<file path="src/rtl/chan_interleave_sched.sv">
`default_nettype none
// ============================================================================
// Module   : chan_interleave_sched
// Brief    : Merges up to four strobed sample sources into one strobed stream
//            in strict channel order, with one-deep per-channel buffering and
//            sticky overrun. Optional framing outputs under macro
//            CHAN_INTERLEAVE_SCHED_FRAME_EN.
// Revision : 1.0 - initial release
// ============================================================================
module chan_interleave_sched #(
    parameter int DATA_WIDTH = 16,
    parameter int NCHAN      = 4
) (
    input  logic                    clock,
    input  logic                    reset_n,
    input  logic                    enable,
    input  logic                    init,
    input  logic [3:0]              active_mask,
    input  logic [4*DATA_WIDTH-1:0] data_in,
    input  logic [3:0]              strobe_in,
    output logic [DATA_WIDTH-1:0]   data_out,
    output logic                    strobe_out,
    output logic [1:0]              chan_out,
    output logic                    overrun
`ifdef CHAN_INTERLEAVE_SCHED_FRAME_EN
    ,
    output logic                    frame_start,
    output logic [15:0]             frame_count
`endif
);

    localparam logic [3:0] C_CHAN_MASK = 4'((1 << NCHAN) - 1);

    function automatic logic [1:0] lowest_set(input logic [3:0] m);
        logic [1:0] r;
        r = 2'd0;
        for (int i = 3; i >= 0; i--) begin
            if (m[i]) r = 2'(i);
        end
        return r;
    endfunction

    // Smallest set bit strictly above p, otherwise wrap to the lowest set bit.
    function automatic logic [1:0] next_set(input logic [3:0] m, input logic [1:0] p);
        logic [1:0] r;
        r = lowest_set(m);
        for (int i = 3; i >= 0; i--) begin
            if (m[i] && (2'(i) > p)) r = 2'(i);
        end
        return r;
    endfunction

    logic [3:0]            r_mask;
    logic [1:0]            r_ptr;
    logic [3:0]            r_valid;
    logic [DATA_WIDTH-1:0] r_hold [4];

    logic [3:0] w_mask_new;
    logic       w_clear;
    logic       w_drain;
    logic [3:0] w_drain_vec;
    logic [3:0] w_cap;
    logic       w_ovr;
    logic [3:0] w_valid_next;

    assign w_mask_new   = active_mask & C_CHAN_MASK;
    assign w_clear      = !reset_n || !enable || init;
    assign w_drain      = r_valid[r_ptr];
    assign w_drain_vec  = w_drain ? (4'b0001 << r_ptr) : 4'b0000;
    assign w_cap        = strobe_in & r_mask;
    // A capture on the channel being drained this cycle refills it without loss.
    assign w_ovr        = |(w_cap & r_valid & ~w_drain_vec);
    assign w_valid_next = w_cap | (r_valid & ~w_drain_vec);

`ifdef CHAN_INTERLEAVE_SCHED_FRAME_EN
    logic [1:0] r_low_ch;
`endif

    always_ff @(posedge clock) begin
        if (w_clear) begin
            r_mask     <= w_mask_new;
            r_ptr      <= lowest_set(w_mask_new);
            r_valid    <= 4'b0000;
            data_out   <= '0;
            strobe_out <= 1'b0;
            chan_out   <= 2'd0;
            overrun    <= 1'b0;
`ifdef CHAN_INTERLEAVE_SCHED_FRAME_EN
            r_low_ch    <= lowest_set(w_mask_new);
            frame_start <= 1'b0;
            frame_count <= 16'd0;
`endif
        end else begin
            r_valid <= w_valid_next;
            for (int i = 0; i < 4; i++) begin
                if (w_cap[i]) r_hold[i] <= data_in[i*DATA_WIDTH +: DATA_WIDTH];
            end
            if (w_ovr) overrun <= 1'b1;
            if (w_drain) begin
                data_out   <= r_hold[r_ptr];
                chan_out   <= r_ptr;
                strobe_out <= 1'b1;
                r_ptr      <= next_set(r_mask, r_ptr);
`ifdef CHAN_INTERLEAVE_SCHED_FRAME_EN
                frame_start <= (r_ptr == r_low_ch);
                if (r_ptr == r_low_ch) frame_count <= frame_count + 16'd1;
`endif
            end else begin
                strobe_out <= 1'b0;
`ifdef CHAN_INTERLEAVE_SCHED_FRAME_EN
                frame_start <= 1'b0;
`endif
            end
        end
    end

endmodule
`default_nettype wire

</file>
<file path="config.mk">
export PLATFORM = sky130hd
export DESIGN_NAME = chan_interleave_sched
export DESIGN_NICKNAME = d
export VERILOG_FILES = /design/src/rtl/chan_interleave_sched.sv
export SDC_FILE = /design/constraint.sdc
export NUM_CORES = 1
export LEC_CHECK = 0
export CORE_MARGIN = 8
export CORE_UTILIZATION = 25
export DETAILED_ROUTE_END_ITERATION = 7
export PLACE_DENSITY = 0.56
export SETUP_SLACK_MARGIN = 0.3
export SLEW_MARGIN = 10
export SYNTH_ARGS = -nofsm -noshare
export SYNTH_HDL_FRONTEND = slang
export SYNTH_SLANG_ARGS = --single-unit
</file>
<file path="constraint.sdc">
create_clock -name clock -period 2.7 [get_ports clock]
set_input_delay 0.54 -clock clock [delete_from_list [all_inputs] [get_ports clock]]
set_output_delay 0.54 -clock clock [all_outputs]
set_load 0.01 [all_outputs]
</file>
==> impl_metrics.env <==
export IMPL_ctsHoldBuffers=0
export IMPL_synth_yosys_warnings=0
export IMPL_detail_route_first_pass_iterations=4
export IMPL_wl_per_cell_um=18.5
export IMPL_reg2reg_to="r_ptr[1]$_DFFE_PP_"
export IMPL_synth_top_cell_by_area="edfxtp_1"
export IMPL_start_kind="primary input"
export IMPL_synthFlopType="edfxtp_1"
export IMPL_async_reset_ff_share_pct=0
export IMPL_io_pins=96
export IMPL_finalCriticalPeriod_ns=1.87
export IMPL_irDropWorstVdd_mv=0.292
export IMPL_htree_levels=3
export IMPL_routed_via_density=4.22
export IMPL_gr_usage_all_layers_pct=10.3
export IMPL_p_per_area_nw_per_um2=615
export IMPL_hold_class="register to register"
export IMPL_critical_path_most_common_cell="buf_4"
export IMPL_syn_nets=275
export IMPL_worst_slew_pin_slew_ns=0.687
export IMPL_finalMaxSlewViolations=0
export IMPL_final_area_um2=5020
export IMPL_ys_ff_latch=94
export IMPL_synthTopCellsByArea="edfxtp_1 60%, dfxtp_1 14%, mux4_2 11%, mux2i_1 5.1%, nor2_1 2.4%"
export IMPL_r2r_slack_ns=0.85
export IMPL_initial_core_util_pct=25.5
export IMPL_synth_top_area_share_pct=59.6
export IMPL_fmax_mhz=535
export IMPL_cp_top_family="buffers and inverters"
export IMPL_grt_pass1_vias=2343
export IMPL_design_core_area_um2=13800
export IMPL_crit_path_max_fanout=11
export IMPL_rows=43
export IMPL_grt_max_degree=27
export IMPL_wl_met3_um=718
export IMPL_critPathMaxStageDelay_ns=0.39
export IMPL_reg2reg_depth=3
export IMPL_cts_sinks=94
export IMPL_worst_path_buf_inv=3
export IMPL_wl_met1_um=3940
export IMPL_cp_arrival_ns=1.91
export IMPL_area_delta_synth_final_pct=42.2
export IMPL_drive_gt1_share_pct=15.8
export IMPL_power_leakage_nw=1.59
export IMPL_grt_pass1_wl_um=13700
export IMPL_cts_root_buf="clkbuf_16"
export IMPL_drc=0
export IMPL_drt_wl_total_um=9090
export IMPL_path_clk_slew_ns=0.07
export IMPL_crit_type="primary input to register"
export IMPL_hold_slack_ns=0.480
export IMPL_routabilityCongestion=0.736
export IMPL_cts_tree="built"
export IMPL_outcome="finished, final reports clean"
export IMPL_final_nets=381
export IMPL_r2r_start="r_ptr[0]$_DFFE_PP_"
export IMPL_fin_crit_sh_pct=69.3
export IMPL_die_width_um=135
export IMPL_max_cap_violations=0
export IMPL_cp_endpoint="r_hold[1][15]$_DFFE_PP_"
export IMPL_fin_worst_skew_ns=0.00751
export IMPL_fin_util_pct=36.3
export IMPL_crit_start="init"
export IMPL_io_buffers=95
export IMPL_tns_ns=0
export IMPL_dr_first_iter_drc_count=138
export IMPL_required_ns=2.74
export IMPL_cts_resized=0
export IMPL_antenna_found_initial=0
export IMPL_syn_area_per_cell_um2=17.7
export IMPL_rsz0062_at_grt="no"
export IMPL_die_area_um2=18200
export IMPL_place_hpwl_um=6810
export IMPL_ys_seq_area_share_pct=73.2
export IMPL_diodes=0
export IMPL_placed_area_um2=4730
export IMPL_routed_top_layer="met4"
export IMPL_clk_latency_ns=0.34
export IMPL_cp_depth=5
export IMPL_crit_path_top_delay_cell="clkdlybuf4s50_1"
export IMPL_synthCells=199
export IMPL_cts_setup_buffers=0
export IMPL_hold_violations=0
export IMPL_overflow=0
export IMPL_final_common_cell="clkdlybuf4s50_1"
export IMPL_post_synth_num_cell_types=28
export IMPL_cts_buffers=9
export IMPL_end_kind="register"
export IMPL_die_y_um=135
export IMPL_crit_chain="clkdlybuf4s50_1 > nand3b_1 > buf_4 > nor2_2 > buf_4"
export IMPL_drtAntennaViolNets=0
export IMPL_clock_path_buffers=2
export IMPL_slew_headroom_pct=54.2
export IMPL_final_cell_mix="95 x clkdlybuf4s50_1, 70 x edfxtp_1, 24 x dfxtp_1"
export IMPL_setup_violations=0
export IMPL_routed_wl_met2_um=4350
export IMPL_netlist_area_um2=3530
export IMPL_synth_edf_count=70
export IMPL_vias=2070
[report_power, final]
part           switching, mW  internal, mW
registers             0.0124          1.57
clock network          0.569         0.645
logic                  0.110         0.174
total                  0.692          2.39
[cell type report]
type / count / area [µm²]
Sequential cell: 94 / 2580
Clock inverter: 7 / 63.8
Timing Repair Buffer: 105 / 1050
Tap cell: 180 / 225
Inverter: 4 / 15.0
Multi-Input combinational cell: 91 / 853
Fill cell: 1321 / 8810
Clock buffer: 9 / 225
[worst min-delay path by stage]
stage | startpoint | to | slack [ns] | cells after the start
after floorplan | r_valid[3]$_SDFF_PN0_ | r_valid[3]$_SDFF_PN0_ | 0.45 | 2
final | r_valid[3]$_SDFF_PN0_ | r_valid[3]$_SDFF_PN0_ | 0.48 | 2
after global placement | r_valid[3]$_SDFF_PN0_ | r_valid[3]$_SDFF_PN0_ | 0.47 | 2
after global routing | r_valid[3]$_SDFF_PN0_ | r_valid[3]$_SDFF_PN0_ | 0.51 | 2
after CTS | r_valid[3]$_SDFF_PN0_ | r_valid[3]$_SDFF_PN0_ | 0.48 | 2
after detailed placement | r_valid[3]$_SDFF_PN0_ | r_valid[3]$_SDFF_PN0_ | 0.47 | 2
[routing by layer]
layer	vias up	GRT usage, %
li1	978	-
met1	996	12.2
met2	88	16.8
met3	8	4.49
met4	0	2.06
met5	-	0
[cell families after synthesis]
logic type,count (synthesis),synth area share [%]
multiplexers,35,16.0
flip-flops,94,73.2
buffers and inverters,14,2.91
AO/OA/AOI/OAI,20,3.62
AND/OR/NAND/NOR,36,4.33
[cell usage after synthesis, types with 2 or more instances]
library cell	n
o21ai_0	4
o21ai_1	2
nor2b_1	2
dfxtp_1	24
buf_6	4
mux4_2	17
o221ai_1	2
mux2i_1	18
clkbuf_1	3
edfxtp_1	70
inv_1	3
nor2_1	23
o211ai_1	2
nand2_1	6
a21oi_1	6
[flip-flops by register name (all words and copies together) (netlist names)]
signal	count
data_out	16
r_mask	4
r_hold	64
r_valid	4
overrun	1
strobe_out	1
r_ptr	2
chan_out	2
[metrics by stage]
stage	setup WS [ns]	cells	power, mW
floorplan	0.521	199	1.76
global placement	0.487	474	1.91
detailed placement	0.457	474	1.91
CTS	0.816	490	3.12
global route	0.729	490	3.20
finish	0.829	490	3.09
[worst register-to-register path: cells and delay by family, from the launching register on]
kind | cells | cell delay [ns]
flip-flops | 1 | 0.40
AND/OR/NAND/NOR | 1 | 0.37
buffers and inverters | 1 | 0.21
multiplexers | 1 | 0.63
Power figures use the tool's default switching activity.
